### src/rtl/sha256_msg_schedule.sv
// SHA-256 message schedule: loads a 16-word block and then streams W0..W(ROUNDS-1).
// A 16-word sliding window holds W(t)..W(t+15); each output handshake appends W(t+16).

module mod_xor32 (
  input  logic [31:0] a,
  input  logic [31:0] b,
  input  logic [31:0] c,
  output logic [31:0] y
);
  assign y = a ^ b ^ c;
endmodule

module sha256_msg_schedule #(
  parameter int ROUNDS = 64
) (
  input  logic        CLK,
  input  logic        RST,
  input  logic        LOAD_VALID,
  output logic        LOAD_READY,
  input  logic [0:31] LOAD_WORD,
  output logic        W_VALID,
  input  logic        W_READY,
  output logic [0:31] W_OUT,
  output logic [5:0]  W_IDX,
  output logic        DONE
);
  typedef enum logic [1:0] {IDLE, LOAD, GEN} state_t;

  localparam logic [5:0] LAST_T = 6'(ROUNDS - 1);

  state_t             state, state_nxt;
  logic [15:0][31:0]  win;
  logic [3:0]         lcnt;
  logic [5:0]         t;
  logic               done_q;
  logic               load_hs, w_hs, last;
  logic [31:0]        x0, x1, s0, s1, w_new;

  assign LOAD_READY = !RST && (state != GEN);
  assign W_VALID    = (state == GEN);
  assign W_OUT      = win[0];
  assign W_IDX      = t;
  assign DONE       = done_q;

  assign load_hs = LOAD_VALID & LOAD_READY;
  assign w_hs    = W_VALID & W_READY;
  assign last    = w_hs && (t == LAST_T);

  // win[1] is W(t+1) (the t-15 term for W(t+16)), win[14] is W(t+14) (the t-2 term)
  assign x0 = win[1];
  assign x1 = win[14];

  mod_xor32 u_s0 (
    .a({x0[6:0],  x0[31:7]}),
    .b({x0[17:0], x0[31:18]}),
    .c({3'b0,     x0[31:3]}),
    .y(s0)
  );

  mod_xor32 u_s1 (
    .a({x1[16:0], x1[31:17]}),
    .b({x1[18:0], x1[31:19]}),
    .c({10'b0,    x1[31:10]}),
    .y(s1)
  );

  assign w_new = s1 + win[9] + s0 + win[0];

  always_comb begin
    state_nxt = state;
    case (state)
      IDLE:    if (load_hs) state_nxt = LOAD;
      LOAD:    if (load_hs && lcnt == 4'd15) state_nxt = GEN;
      GEN:     if (last) state_nxt = IDLE;
      default: state_nxt = IDLE;
    endcase
  end

  always_ff @(posedge CLK or posedge RST) begin
    if (RST) begin
      state  <= IDLE;
      win    <= '0;
      lcnt   <= '0;
      t      <= '0;
      done_q <= 1'b0;
    end else begin
      state  <= state_nxt;
      done_q <= last;
      // lcnt wraps 15 -> 0 on the 16th word, leaving it ready for the next block
      if (load_hs) begin
        win[lcnt] <= LOAD_WORD;
        lcnt      <= lcnt + 4'd1;
      end
      if (w_hs) begin
        for (int i = 0; i < 15; i++) win[i] <= win[i+1];
        win[15] <= w_new;
        t       <= last ? 6'd0 : t + 6'd1;
      end
    end
  end
endmodule

### config.mk
export PLATFORM = sky130hd
export DESIGN_NAME = sha256_msg_schedule
export DESIGN_NICKNAME = d
export VERILOG_FILES = /design/src/rtl/sha256_msg_schedule.sv
export SDC_FILE = /design/constraint.sdc
export NUM_CORES = 2
export LEC_CHECK = 0
export ABC_AREA = 0
export BUFFER_PORTS_ARGS = -buffer_cell sky130_fd_sc_hd__buf_4
export CORE_MARGIN = 2
export CORE_UTILIZATION = 45
export CTS_BUF_LIST = sky130_fd_sc_hd__clkbuf_2 sky130_fd_sc_hd__clkbuf_4 sky130_fd_sc_hd__clkbuf_8
export DETAILED_ROUTE_END_ITERATION = 8
export SYNTH_ARGS = -nofsm -noshare
export SYNTH_HDL_FRONTEND = slang
export SYNTH_SLANG_ARGS = --single-unit
### constraint.sdc
create_clock -name CLK -period 37.3 [get_ports CLK]
set_input_delay 9.325 -clock CLK [delete_from_list [all_inputs] [get_ports CLK]]
set_output_delay 9.325 -clock CLK [all_outputs]
set_load 0.1 [all_outputs]
# Word level (Yosys, flattened, before mapping)
# Index checks and enable logic that the tools add are counted.
dict set report word_totals {
  reg_bits 525
  in_bits 36
  out_inout_bits 41
  elab_cells 59
}
dict set report classes {
  n_addsub 5
  n_lt_le_gt_ge 2
  eq_ne 8
  mux 10
  n_bitwise 6
  reduce_logical 8
}
# cell n
set ops {}
lappend ops {{$mux W512} 2}
lappend ops {{$bwmux W512} 1}
lappend ops {{$demux W32 S4} 1}
lappend ops {{$add A32 B32 Y32} 3}
lappend ops {{$xor A32 B32 Y32} 2}
lappend ops {{$mux W32} 1}
lappend ops {{$xor A32 B22 Y32} 1}
lappend ops {{$xor A32 B29 Y32} 1}
lappend ops {{$add A6 B1 Y6 const B} 1}
lappend ops {{$eq A6 B6 Y1 const B} 1}
lappend ops {{$mux W2} 3}
lappend ops {{$mux W6} 1}
lappend ops {{$ne A2 B2 Y1 const B} 3}
lappend ops {{$pmux W2 S3} 1}
lappend ops {{$lt A4 B5 Y1 const B} 1}
lappend ops {{$add A4 B1 Y4 const B} 1}
lappend ops {{$eq A4 B4 Y1 const B} 1}
lappend ops {{$ge A4 B1 Y1 const B} 1}
lappend ops {{$logic_and A1 B1 Y1} 4}
lappend ops {{$reduce_and A3 Y1} 1}
lappend ops {{$and A1 B1 Y1} 2}
lappend ops {{$eq A2 B1 Y1 const B} 1}
lappend ops {{$eq A2 B2 Y1 const B} 1}
lappend ops {{$logic_not A2 Y1} 1}
lappend ops {{3 further kinds} 3}

# Logic depth before layout (Yosys ltp)
dict set report logic_depth {
  ltp_word 7
  mapped_depth 17
  depth_no_buf 16
}

# By module
# A second synthesis with hierarchy kept.
dict set report unflattened {
  cells_unflattened 2869
  hier_area_um2 29555.8
}
# module n_inst cells_per_inst area_each_um2 seq_area_each_um2
set modules_own_cells {}
lappend modules_own_cells {sha256_msg_schedule 1 2805 28034.4 13137.6}
lappend modules_own_cells {mod_xor32 2 32 760.7 0.0}

# Worst setup path after synthesis
# Ideal clock, no wire load.
dict set report synth_path {
  path_kind {input-to-output}
  from {input port RST}
  to {output port LOAD_READY}
  t_arrival_ns 10.578
  required_ns 27.975
  path_slack_ns 17.397
  cell_stages 1
  cell_sequence {nor2_1}
}
dict set report synth_via {
  elab_chain_cells 2
}
# item line_no
set synth_rtl {}
lappend synth_rtl {{start: declaration} 17} ;# input logic RST,
lappend synth_rtl {{$logic_not A1 Y1 (no line)} n/a}
lappend synth_rtl {{$logic_and A1 B1 Y1} 39} ;# assign LOAD_READY = !RST && (state != GEN);
lappend synth_rtl {{end: declaration} 19} ;# output logic LOAD_READY,
# No other way between the ends.

# Worst setup path in the final report
# Ends and elaborated chain as after synthesis.

==> results.json <==
{
  "status": "complete, no violations",
  "dieArea_um2": 66700,
  "grt_max_degree": 289,
  "hold_violations": 0,
  "drc": 0,
  "via_per_inst": 5.41,
  "drt-pass1-iter-count": 5,
  "synth.top_cell.area_share_pct": 45.1,
  "drt_iter0_drc": 1853,
  "wl_mm": 80.1,
  "fin_skew_ns": 0.0485,
  "vias": 20500,
  "ys_warn_count": 0,
  "final-setup-viol-count": 0,
  "area_delta_synth_final_pct": 8.37,
  "ys_ff_latch": 525,
  "critPathLaunchType": "input pin",
  "synth_seq_area_share_pct": 45.1,
  "port_buffers": 76,
  "hp-class": "reg2reg",
  "r2r-end": "win[509]",
  "drtAntennaViolNets": 0,
  "yosys.area.top_type": "dfrtp_1",
  "clock_latency_ns": 0.70,
  "rr_worst_depth": 16,
  "whs_path_depth": 2,
  "layout_setup_ws_ns": 18.10,
  "grt_pass1_wl_mm": 124,
  "ctsHoldBuffers": 0,
  "postCtsResizedCells": 0,
  "root_buffer": "clkbuf_8",
  "cts_num_sinks": 525,
  "routedWlPerCell_um": 21.1,
  "postSynthAreaPerCell_um2": 9.89,
  "worst_pin_slew_ns": 1.27,
  "dp_hpwl_mm": 53.3,
  "cp-end-kind": "output port",
  "setup_tns_ns": 0,
  "initial_core_util_pct": 45.3,
  "grt_remaining_overflow": 0,
  "max_freq_mhz": 52.1,
  "layout_commonest_cell": "nand2_1",
  "multiInputGateArea_um2": 14100,
  "arrival_ns": 9.88,
  "crit_type": "in2out",
  "worstHoldStart": "win[484]",
  "synth_ff_type": "dfrtp_1",
  "grt_util_all_layers_pct": 24.2,
  "cts_buffer_depth": 3,
  "h-tree-depth": 3,
  "async_flop_share_pct": 100,
  "rrSetupSlack_ns": 32.00,
  "crit_fanout": 3,
  "drive_gt1_share_pct": 10.6,
  "synthTopCellsByArea": "dfrtp_1 45%, mux2i_1 17%, o21ai_0 8.7%",
  "dp_worst_setup_slack_ns": 18.09,
  "nNetsFinal": 3000,
  "numCtsBuffers": 91,
  "ff_latch_area_um2": 13100,
  "grt_pass1_vias": 20000,
  "fin_crit_ns": 19.20,
  "reg2reg_from": "x0[7]",
  "clk_pin_slew_ns": 0.06,
  "fin_crit_sh_pct": 51.5,
  "die_h_um": 258,
  "hold_end": "x1[4]",
  "cap_violations": 0,
  "die_w_um": 258,
  "slew_viol_final": 0,
  "relSlewSlack_pct": 13.9,
  "coreArea_um2": 64200,
  "ioPinCount": 77,
  "cts_setup_buffers": 0,
  "critical_path_required_ns": 27.97,
  "grt_setup_unrepaired": "no",
  "cts_tree": "built",
  "synth.distinct_cells": 59,
  "layout_common_cells": "537 x nand2_1, 525 x dfrtp_1, 504 x o21ai_0, 492 x mux2i_1, 126 x inv_1",
  "hold_ws_ns": 0.441,
  "syn_area_um2": 29100,
  "synth_edf_count": 0,
  "grt_antenna_before_repair": 0,
  "syn-num-nets": 3075,
  "num-fill-cells": 5997,
  "num_rows": 93,
  "globalplace.congestion": 0.946,
  "antenna_cells": 0,
  "synth_cells": 2941
}
[state kept, by name, summed over array words and instances (netlist names)]
register  cells
DONE          1
W_IDX         6
lcnt          4
x1           32
W_OUT        32
x0           32
win         416
state         2
[metrics by stage]
step | std cells | utilization (%) | cell area [µm²]
2_1_floorplan | 2941 | - | 29100
3_3_place_gp | 3628 | 46.0 | 29600
3_5_place_dp | 3628 | 46.0 | 29600
4_1_cts | 3791 | 49.1 | 31500
5_1_grt | 3791 | 49.1 | 31500
6_report | 3791 | 49.1 | 31500
[synth_stat cells (2+ instances only)]
master,number
or3_1,4
nor2_2,13
and2_1,3
o31a_1,2
nand3_1,8
nor3_1,7
a21o_1,8
and3_1,5
o21ai_1,17
fa_1,62
buf_6,36
nor2_1,30
a21oi_1,40
mux2_2,11
ha_1,36
mux2i_1,492
xnor2_1,81
clkbuf_1,177
a211oi_1,11
xor2_1,65
a31oi_1,3
o21ai_0,504
o21ai_2,2
a211o_1,2
o22ai_1,3
nor2b_1,6
a22oi_1,8
dfrtp_1,525
o211ai_1,2
o31ai_1,3
o21bai_1,5
nand2b_1,4
buf_2,16
nor3_4,4
nand3b_1,2
nand2_1,537
buf_4,44
nor4_1,3
inv_1,127
o21a_1,4
nand4_1,11
[kinds of logic (layout without fill, tap and decap cells)]
group | Yosys count | count (layout) | synth area share (%)
flops | 525 | 525 | 45.1
buf+inv | 401 | 396 | 6.74
xor+xnor | 146 | 146 | 4.39
mux | 503 | 503 | 17.3
simple gates | 644 | 644 | 9.15
fa+ha+maj | 98 | 98 | 5.81
compound gates | 624 | 624 | 11.4
[worst max-delay path: stages]
cell,delay (ns)
buf_4,0.14
nor2_1,0.11
buf_4,0.30
[how the worst max path moves through the flow]
stage	from	to	slack [ns]	cells after the start
floorplan	RST	DONE	13.31	1
global placement	RST	LOAD_READY	18.10	3
detailed placement	RST	LOAD_READY	18.09	3
CTS	RST	LOAD_READY	18.09	3
global route	RST	LOAD_READY	18.09	3
finish	RST	LOAD_READY	18.10	3
[area by class of cell]
class                   count  share of cell area, %
multi-input cells        2015                   44.6
repair buffers            106                   2.56
clock buffers             147                   5.86
flip-flops and latches    525                   41.7
inverters                 127                   1.54
clock inverters            16                  0.393
well taps                 855                   3.39
[layer usage]
metal	share of wire (%)	wire length [µm]	vias up	track usage, %
met5	0	0	-	0
met2	45	36000	499	37.1
met3	4.4	3490	128	3.31
li1	-	-	9724	-
met1	48	38100	10200	35.0
met4	3.2	2540	0	8.98
Power is left out: the tool's default activity adds up to more than one toggle a clock period on the data nets, which glitch-free logic cannot reach.
